**src/rtl/frame_commutator.sv**
```systemverilog
// frame_commutator: per-slot word commutator that replaces the local-channel
// stream with a group of RAM words on the last slot of every frame.
module frame_commutator #(
  parameter int DW        = 8,
  parameter int AW        = 7,
  parameter int GROUP     = 4,
  parameter int NGROUPS   = 32,
  parameter int FRAME_LEN = 128,
  parameter int PAUSE_CYC = 31,
  parameter int GAP_CYC   = 12
) (
  input  logic                         clk,
  input  logic                         rst,
  input  logic                         req,
  input  logic                         ins_en,
  input  logic [DW-1:0]                data_ram,
  input  logic [DW-1:0]                data_lcs,
  output logic [DW-1:0]                data_tx,
  output logic [AW-1:0]                addr_ram,
  output logic                         ins_active,
  output logic                         frame_sync,
  output logic [$clog2(FRAME_LEN)-1:0] slot_cnt
);

  localparam int SW   = $clog2(FRAME_LEN);
  localparam int WW   = (GROUP > 1) ? $clog2(GROUP) : 1;
  localparam int GW   = (NGROUPS > 1) ? $clog2(NGROUPS) : 1;
  localparam int MAXC = (PAUSE_CYC > GAP_CYC) ? PAUSE_CYC : GAP_CYC;
  localparam int CW   = (MAXC > 1) ? $clog2(MAXC) : 1;

  typedef enum logic [2:0] {IDLE, PAUSE, CHECK, GAP, WAIT} state_t;

  state_t          r_state, w_state_nxt;
  logic            r_req_s1, r_req_s2;
  logic [SW-1:0]   r_slot, w_slot_nxt;
  logic [WW-1:0]   r_word, w_word_nxt;
  logic [GW-1:0]   r_grp, w_grp_nxt;
  logic [AW-1:0]   r_addr, w_addr_nxt;
  logic            r_ins, w_ins_nxt;
  logic            r_sync, w_sync_nxt;
  logic            r_busy, w_busy_nxt;
  logic [CW-1:0]   r_cnt, w_cnt_nxt;
  logic [AW-1:0]   w_addr;

  assign w_addr     = AW'(r_grp) * AW'(GROUP) + AW'(r_word);
  assign data_tx    = r_ins ? data_ram : data_lcs;
  assign addr_ram   = r_addr;
  assign ins_active = r_ins;
  assign frame_sync = r_sync;
  assign slot_cnt   = r_slot;

  // Two-flop synchroniser for the asynchronous request level.
  always_ff @(posedge clk or negedge rst) begin
    if (!rst) begin
      r_req_s1 <= 1'b0;
      r_req_s2 <= 1'b0;
    end else begin
      r_req_s1 <= req;
      r_req_s2 <= r_req_s1;
    end
  end

  // State and datapath registers.
  always_ff @(posedge clk or negedge rst) begin
    if (!rst) begin
      r_state <= IDLE;
      r_slot  <= '0;
      r_word  <= '0;
      r_grp   <= '0;
      r_addr  <= '0;
      r_ins   <= 1'b0;
      r_sync  <= 1'b0;
      r_busy  <= 1'b0;
      r_cnt   <= '0;
    end else begin
      r_state <= w_state_nxt;
      r_slot  <= w_slot_nxt;
      r_word  <= w_word_nxt;
      r_grp   <= w_grp_nxt;
      r_addr  <= w_addr_nxt;
      r_ins   <= w_ins_nxt;
      r_sync  <= w_sync_nxt;
      r_busy  <= w_busy_nxt;
      r_cnt   <= w_cnt_nxt;
    end
  end

  // Next-state and next-value logic; r_busy marks CHECKs re-entered from GAP
  // so frame_sync and the ins_en sample happen only on the first one.
  always_comb begin
    w_state_nxt = r_state;
    w_slot_nxt  = r_slot;
    w_word_nxt  = r_word;
    w_grp_nxt   = r_grp;
    w_addr_nxt  = r_addr;
    w_ins_nxt   = r_ins;
    w_sync_nxt  = 1'b0;
    w_busy_nxt  = r_busy;
    w_cnt_nxt   = r_cnt;
    case (r_state)
      IDLE: begin
        if (r_req_s2) begin
          w_slot_nxt  = (r_slot == SW'(FRAME_LEN - 1)) ? '0 : r_slot + 1'b1;
          w_cnt_nxt   = '0;
          w_state_nxt = PAUSE;
        end
      end
      PAUSE: begin
        if (r_cnt == CW'(PAUSE_CYC - 1)) begin
          w_cnt_nxt   = '0;
          w_state_nxt = CHECK;
        end else begin
          w_cnt_nxt = r_cnt + 1'b1;
        end
      end
      CHECK: begin
        if (r_slot != SW'(FRAME_LEN - 1)) begin
          w_state_nxt = WAIT;
        end else begin
          if (!r_busy) w_sync_nxt = 1'b1;
          if (r_busy || ins_en) begin
            w_ins_nxt  = 1'b1;
            w_addr_nxt = w_addr;
            if (r_word != WW'(GROUP - 1)) begin
              w_word_nxt  = r_word + 1'b1;
              w_busy_nxt  = 1'b1;
              w_cnt_nxt   = '0;
              w_state_nxt = GAP;
            end else begin
              w_word_nxt  = '0;
              w_grp_nxt   = (r_grp == GW'(NGROUPS - 1)) ? '0 : r_grp + 1'b1;
              w_busy_nxt  = 1'b0;
              w_state_nxt = WAIT;
            end
          end else begin
            w_state_nxt = WAIT;
          end
        end
      end
      GAP: begin
        if (r_cnt == CW'(GAP_CYC - 1)) begin
          w_cnt_nxt   = '0;
          w_state_nxt = CHECK;
        end else begin
          w_cnt_nxt = r_cnt + 1'b1;
        end
      end
      WAIT: begin
        if (!r_req_s2) begin
          w_ins_nxt   = 1'b0;
          w_addr_nxt  = '0;
          w_state_nxt = IDLE;
        end
      end
      default: w_state_nxt = IDLE;
    endcase
  end

endmodule

```
**config.mk**
```make
export PLATFORM = sky130hd
export DESIGN_NAME = frame_commutator
export DESIGN_NICKNAME = d
export VERILOG_FILES = /design/src/rtl/frame_commutator.sv
export SDC_FILE = /design/constraint.sdc
export NUM_CORES = 1
export LEC_CHECK = 0
export CAP_MARGIN = 30
export CORE_AREA = 2 2 66 68
export DETAILED_ROUTE_END_ITERATION = 6
export DIE_AREA = 0 0 68 70
export PLACE_DENSITY = 0.72
export SLEW_MARGIN = 10
export SYNTH_ARGS = -nofsm -noshare
export SYNTH_HDL_FRONTEND = slang
export SYNTH_SLANG_ARGS = --single-unit
```
**constraint.sdc**
```tcl
create_clock -name clk -period 3.7 [get_ports clk]
set_input_delay 0.74 -clock clk [delete_from_list [all_inputs] [get_ports clk]]
set_output_delay 0.74 -clock clk [all_outputs]
set_load 0.03 [all_outputs]
```
Yosys cells after proc, flatten, opt, wreduce, memory -nomap -nowiden
Index checks and enable logic that the tools add are counted.
{"block": "totals", "out_inout_bits": 24, "wordCells": 76, "regBits": 34}
{"block": "classes", "n_bitwise": 2, "addsub": 5, "n_reduce_logical": 10, "n_eq_ne": 17, "n_mux": 31}
{"cell": "5-bit two-way mux", "n": 7}
{"cell": "7-bit two-way mux", "n": 4}
{"cell": "3-bit two-way mux", "n": 7}
{"cell": "5-bit case mux with 4 select lines", "n": 1}
{"cell": "2-bit != test (second input constant)", "n": 8}
{"cell": "3-bit case mux with 5 select lines", "n": 1}
{"cell": "7-bit case mux with 2 select lines", "n": 1}
{"cell": "4-bit AND reduction", "n": 3}
{"cell": "5-bit by 1-bit adder with 5-bit output (second input constant)", "n": 2}
{"cell": "5-bit equality test (second input constant)", "n": 2}
{"cell": "8-bit two-way mux", "n": 1}
{"cell": "7-bit by 1-bit adder with 7-bit output (second input constant)", "n": 1}
{"cell": "7-bit by 2-bit adder with 7-bit output", "n": 1}
{"cell": "7-bit equality test (second input constant)", "n": 1}
{"cell": "1-bit two-way mux", "n": 7}
{"cell": "7-bit != test (second input constant)", "n": 1}
{"cell": "3-bit by 2-bit equality test with 1-bit output (second input constant)", "n": 2}
{"cell": "5-bit by 4-bit equality test with 1-bit output (second input constant)", "n": 1}
{"cell": "5-bit AND reduction", "n": 1}
{"cell": "4-bit nonzero test", "n": 1}
{"cell": "3-bit by 1-bit equality test with 1-bit output (second input constant)", "n": 1}
{"cell": "3-bit equality test (second input constant)", "n": 1}
{"cell": "3-bit zero test", "n": 1}
{"cell": "3-bit AND reduction", "n": 1}
{"cell": "other kinds (7)", "n": 8}

Logic depth before layout (Yosys ltp)
{"block": "logic_depth", "ltp_word": 5, "ltp_mapped": 6}

Least setup slack after synthesis
OpenSTA, ideal clock, no wires.
{"block": "synth_path", "path_kind": "register to register", "startpoint": "register r_state[0]", "endpoint": "register r_grp[2]", "path_stages_with_launch": 7, "period_less_slack_ns": 2.093, "slack_ns": 1.607, "t_arrival_ns": 1.973, "path_cell_list": "dfrtp_1 > buf_2 > or3b_4 > or4_1 > buf_2 > o31a_1 > a31o_1"}
{"block": "synth_between", "elab_chain_len": 2}
{"element": "start: declaration", "line_no": "33", "text": "state_t r_state, w_state_nxt;"}
{"element": "start signal: assignment", "line_no": "76", "text": "r_state <= w_state_nxt;"}
{"element": "3-bit by 2-bit equality test with 1-bit output", "line_no": "100", "text": "case (r_state)"}
{"element": "4-bit AND reduction (no source line)"}
{"element": "end signal: assignment", "line_no": "79", "text": "r_grp <= w_grp_nxt;"}
{"element": "end: declaration", "line_no": "37", "text": "logic [GW-1:0] r_grp, w_grp_nxt;"}
Every way passes these cells.
A chain may end at the register's enable or synchronous reset.

Final worst setup path
{"block": "layout_path", "startpoint": "input data_lcs[7]", "endpoint": "output data_tx[7]"}
{"block": "layout_between", "elab_chain_len": 1}
{"element": "start: declaration", "line_no": "17", "text": "input logic [DW-1:0] data_lcs,"}
{"element": "8-bit two-way mux", "line_no": "46", "text": "assign data_tx = r_ins ? data_ram : data_lcs;"}
{"element": "end: declaration", "line_no": "18", "text": "output logic [DW-1:0] data_tx,"}
Every way passes these cells.

==> results.cfg <==
[final_layout]
final_nets = 247
mostFrequentLayoutCells = clkdlybuf4s50_1 (43), nand2_1 (35), dfrtp_1 (34), o21ai_0 (14), mux2_2 (11)
final_common_cell = clkdlybuf4s50_1
fin_util_pct = 55.5
n_fill_cell = 380
drive_above_1_share_pct = 10.5
antenna_cells = 0
syn_to_final_growth_pct = 32.5

[placed_design]
hpwl_um = 2490
gp_congestion = 0.738
portBuffers = 43

[timing]
hold_viol_final = 0
slew_headroom_pct = 50.8
drv_slew = 0
worst_slew_pin_slew_ps = 727
fmax_mhz = 363
setup_viol = 0
fin_crit_ps = 2750
fin_setup_tns_ps = 0
finalCritPeriodShare_pct = 74.4
clock_skew_ps = 1.99
rsz0062_at_grt = false

[clock_tree]
post_cts_resized = 0
cts_buffer_depth = 2
clk_pin_slew_ps = 60
cts_sinks = 34
cts_buffers = 5
htreeDepth = 2
clk-insertion-delay-late_ps = 280
postCtsSetupBuffers = 0
ctsHoldBuffers = 0
cts-root-buf = clkbuf_8
cts_tree = done

[power_and_ir_drop]
power_leakage_nw = 1.02
vdd_drop_max_v = 0.000299
p_per_area_nw_per_um2 = 471

[setup_path]
critPathKind = primary input to primary output
startpoint_type = primary input
cp.required_ps = 2960
critPathCaptureType = primary output
path_max_fanout = 1
cp_data_arrival_time_ps = 2010

[yosys]
synthCells = 176
netlist_area_um2 = 1740
synth_fa_ha_area_share_pct = 4.32
yosysWarnings = 0
synth-seq-cells = 34
synthXorXnorAreaFrac_pct = 1.51
synth_top_family_by_area = simple AND/OR/NAND/NOR gates
synth_nets = 202
muxShareOfSynthArea_pct = 7.71
seq_area_frac_synth_pct = 49.0
synth_compound_area_share_pct = 12.5
avgSynthCellArea_um2 = 9.87
ys_types = 43
synthSimpleGateAreaFrac_pct = 22.0

[drt]
drc_errors = 0
drt_iter0_markers = 37
viasPerCell = 5.31
ant_nets = 0
vias = 1443
wl_um = 3390
drt_pass1_iterations = 4
avgRoutedWirePerCell_um = 12.5

[floorplanning]
io_pins = 44
rows = 24
die-area_um2 = 4760
die_w_um = 68
core_area_um2 = 4140
start_util_pct = 41.9
die_y_um = 70

[global_route]
gr-usage-all-layers_pct = 15.2
grt_pass1_wl_um = 5420
grt_antenna_before_repair = 0
grt_pass1_vias = 1262
grt_max_degree = 35
overflow = 0

[run]
max_cap_violations = 0

[min_path]
hold_class = flip-flop to flip-flop

[outcome]
outcome = completed
[cell type report]
class	count	area (µm²)	share of cell area, %
timing repair buffer	45	445	19.4
clock buffer	6	82.6	3.59
sequential	34	851	37.0
inverter	6	22.5	0.979
multi-input combinational	129	835	36.3
tap	52	65.1	2.83
[state kept, by name (all words and copies together), names as in the netlist]
register	count
r_word	2
r_grp	5
r_req_s2	1
r_busy	1
addr_ram	7
r_cnt	5
ins_active	1
frame_sync	1
r_state	3
slot_cnt	7
r_req_s1	1
[per-layer routing]
layer | global-route usage, % | wire [µm] | up-vias
met3 | 5.31 | 351 | 9
met2 | 22.5 | 1420 | 57
met1 | 19.4 | 1550 | 658
met4 | 7.33 | 78 | 0
li1 | - | - | 719
met5 | 0 | 0 | -
[Yosys cell counts]
cell       number  area [µm²]
nor4bb_1        1        10.0
dfrtp_1        34         851
clkbuf_1        5        18.8
a221o_1         1        10.0
or3b_4          1        11.3
xnor2_1         1        8.76
nor2_1          5        18.8
o31ai_1         2        15.0
a31oi_1         1        6.26
a41o_1          1        10.0
o21ba_2         1        10.0
nor4_1          1        6.26
or3_1           1        6.26
nand2b_1        2        12.5
ha_1            6        75.1
nand3b_1        1        7.51
o2bb2ai_1       1        8.76
a41oi_1         1        8.76
nand3_1         6        30.0
or4b_2          1        10.0
nor4_2          1        12.5
a31o_1          1        8.76
and3_1          4        25.0
a21o_1          1        7.51
nor2b_1         2        12.5
and2_0          1        6.26
and4_1          2        17.5
nand4_1         3        18.8
or4_1           1        7.51
inv_1           6        22.5
mux2_2         11         124
mux2i_1         1        10.0
nand2_1        35         131
a21oi_1         7        35.0
buf_2           2        10.0
and4b_1         1        10.0
o221ai_1        1        8.76
xor2_1          2        17.5
nor3_1          4        20.0
o41ai_1         1        8.76
nor4b_1         1        8.76
o21ai_0        14        70.1
o31a_1          1        8.76
[kinds of logic (layout without fill, tap and decap cells)]
logic type / after synthesis / count (layout)
DFF: 34 / 34
and+or+nand+nor: 74 / 74
AOI/OAI and AO/OA: 34 / 34
adders and majority gates: 6 / 6
xor gates and xnor gates: 3 / 3
muxes: 12 / 12
buffers and inverters: 13 / 57
[power breakdown]
group	internal, W	switching, W
Sequential	0.000430	0.0000787
Clock	0.000143	0.000115
Combinational	0.000155	0.000162
Total	0.000728	0.000355
[final timing paths]
kind,start,endpoint,slack [ps],cells past startpoint
max,data_lcs[7],data_tx[7],950,3
min,r_req_s1$_DFF_PN0_,r_req_s2$_DFF_PN0_,350,0
max reg2reg,r_state[0]$_DFFE_PN0P_,r_grp[2]$_DFFE_PN0P_,1500,4
min reg2reg,r_req_s1$_DFF_PN0_,r_req_s2$_DFF_PN0_,350,0
max in group asynchronous,rst,r_cnt[0]$_DFFE_PN0P_,2540,2
min in group asynchronous,rst,addr_ram[6]$_DFFE_PN0P_,860,2
[critical path, cell delays in order]
cell and delay, ps:
clkdlybuf4s50_1 470, mux2_2 150, clkdlybuf4s50_1 660
[per-stage QoR]
stage               hold WS, ps  instances  power, W  area [µm²]  worst slack (ps)
CTS                         350        272   0.00109        2300               934
floorplan                   331        176  0.000711        1740              1610
global route                357        272   0.00116        2300               916
global placement            332        266  0.000824        2220               970
finish                      352        272   0.00108        2300               948
detailed placement          336        266  0.000832        2220               932
No activity file was read; power rests on OpenSTA's default activity.
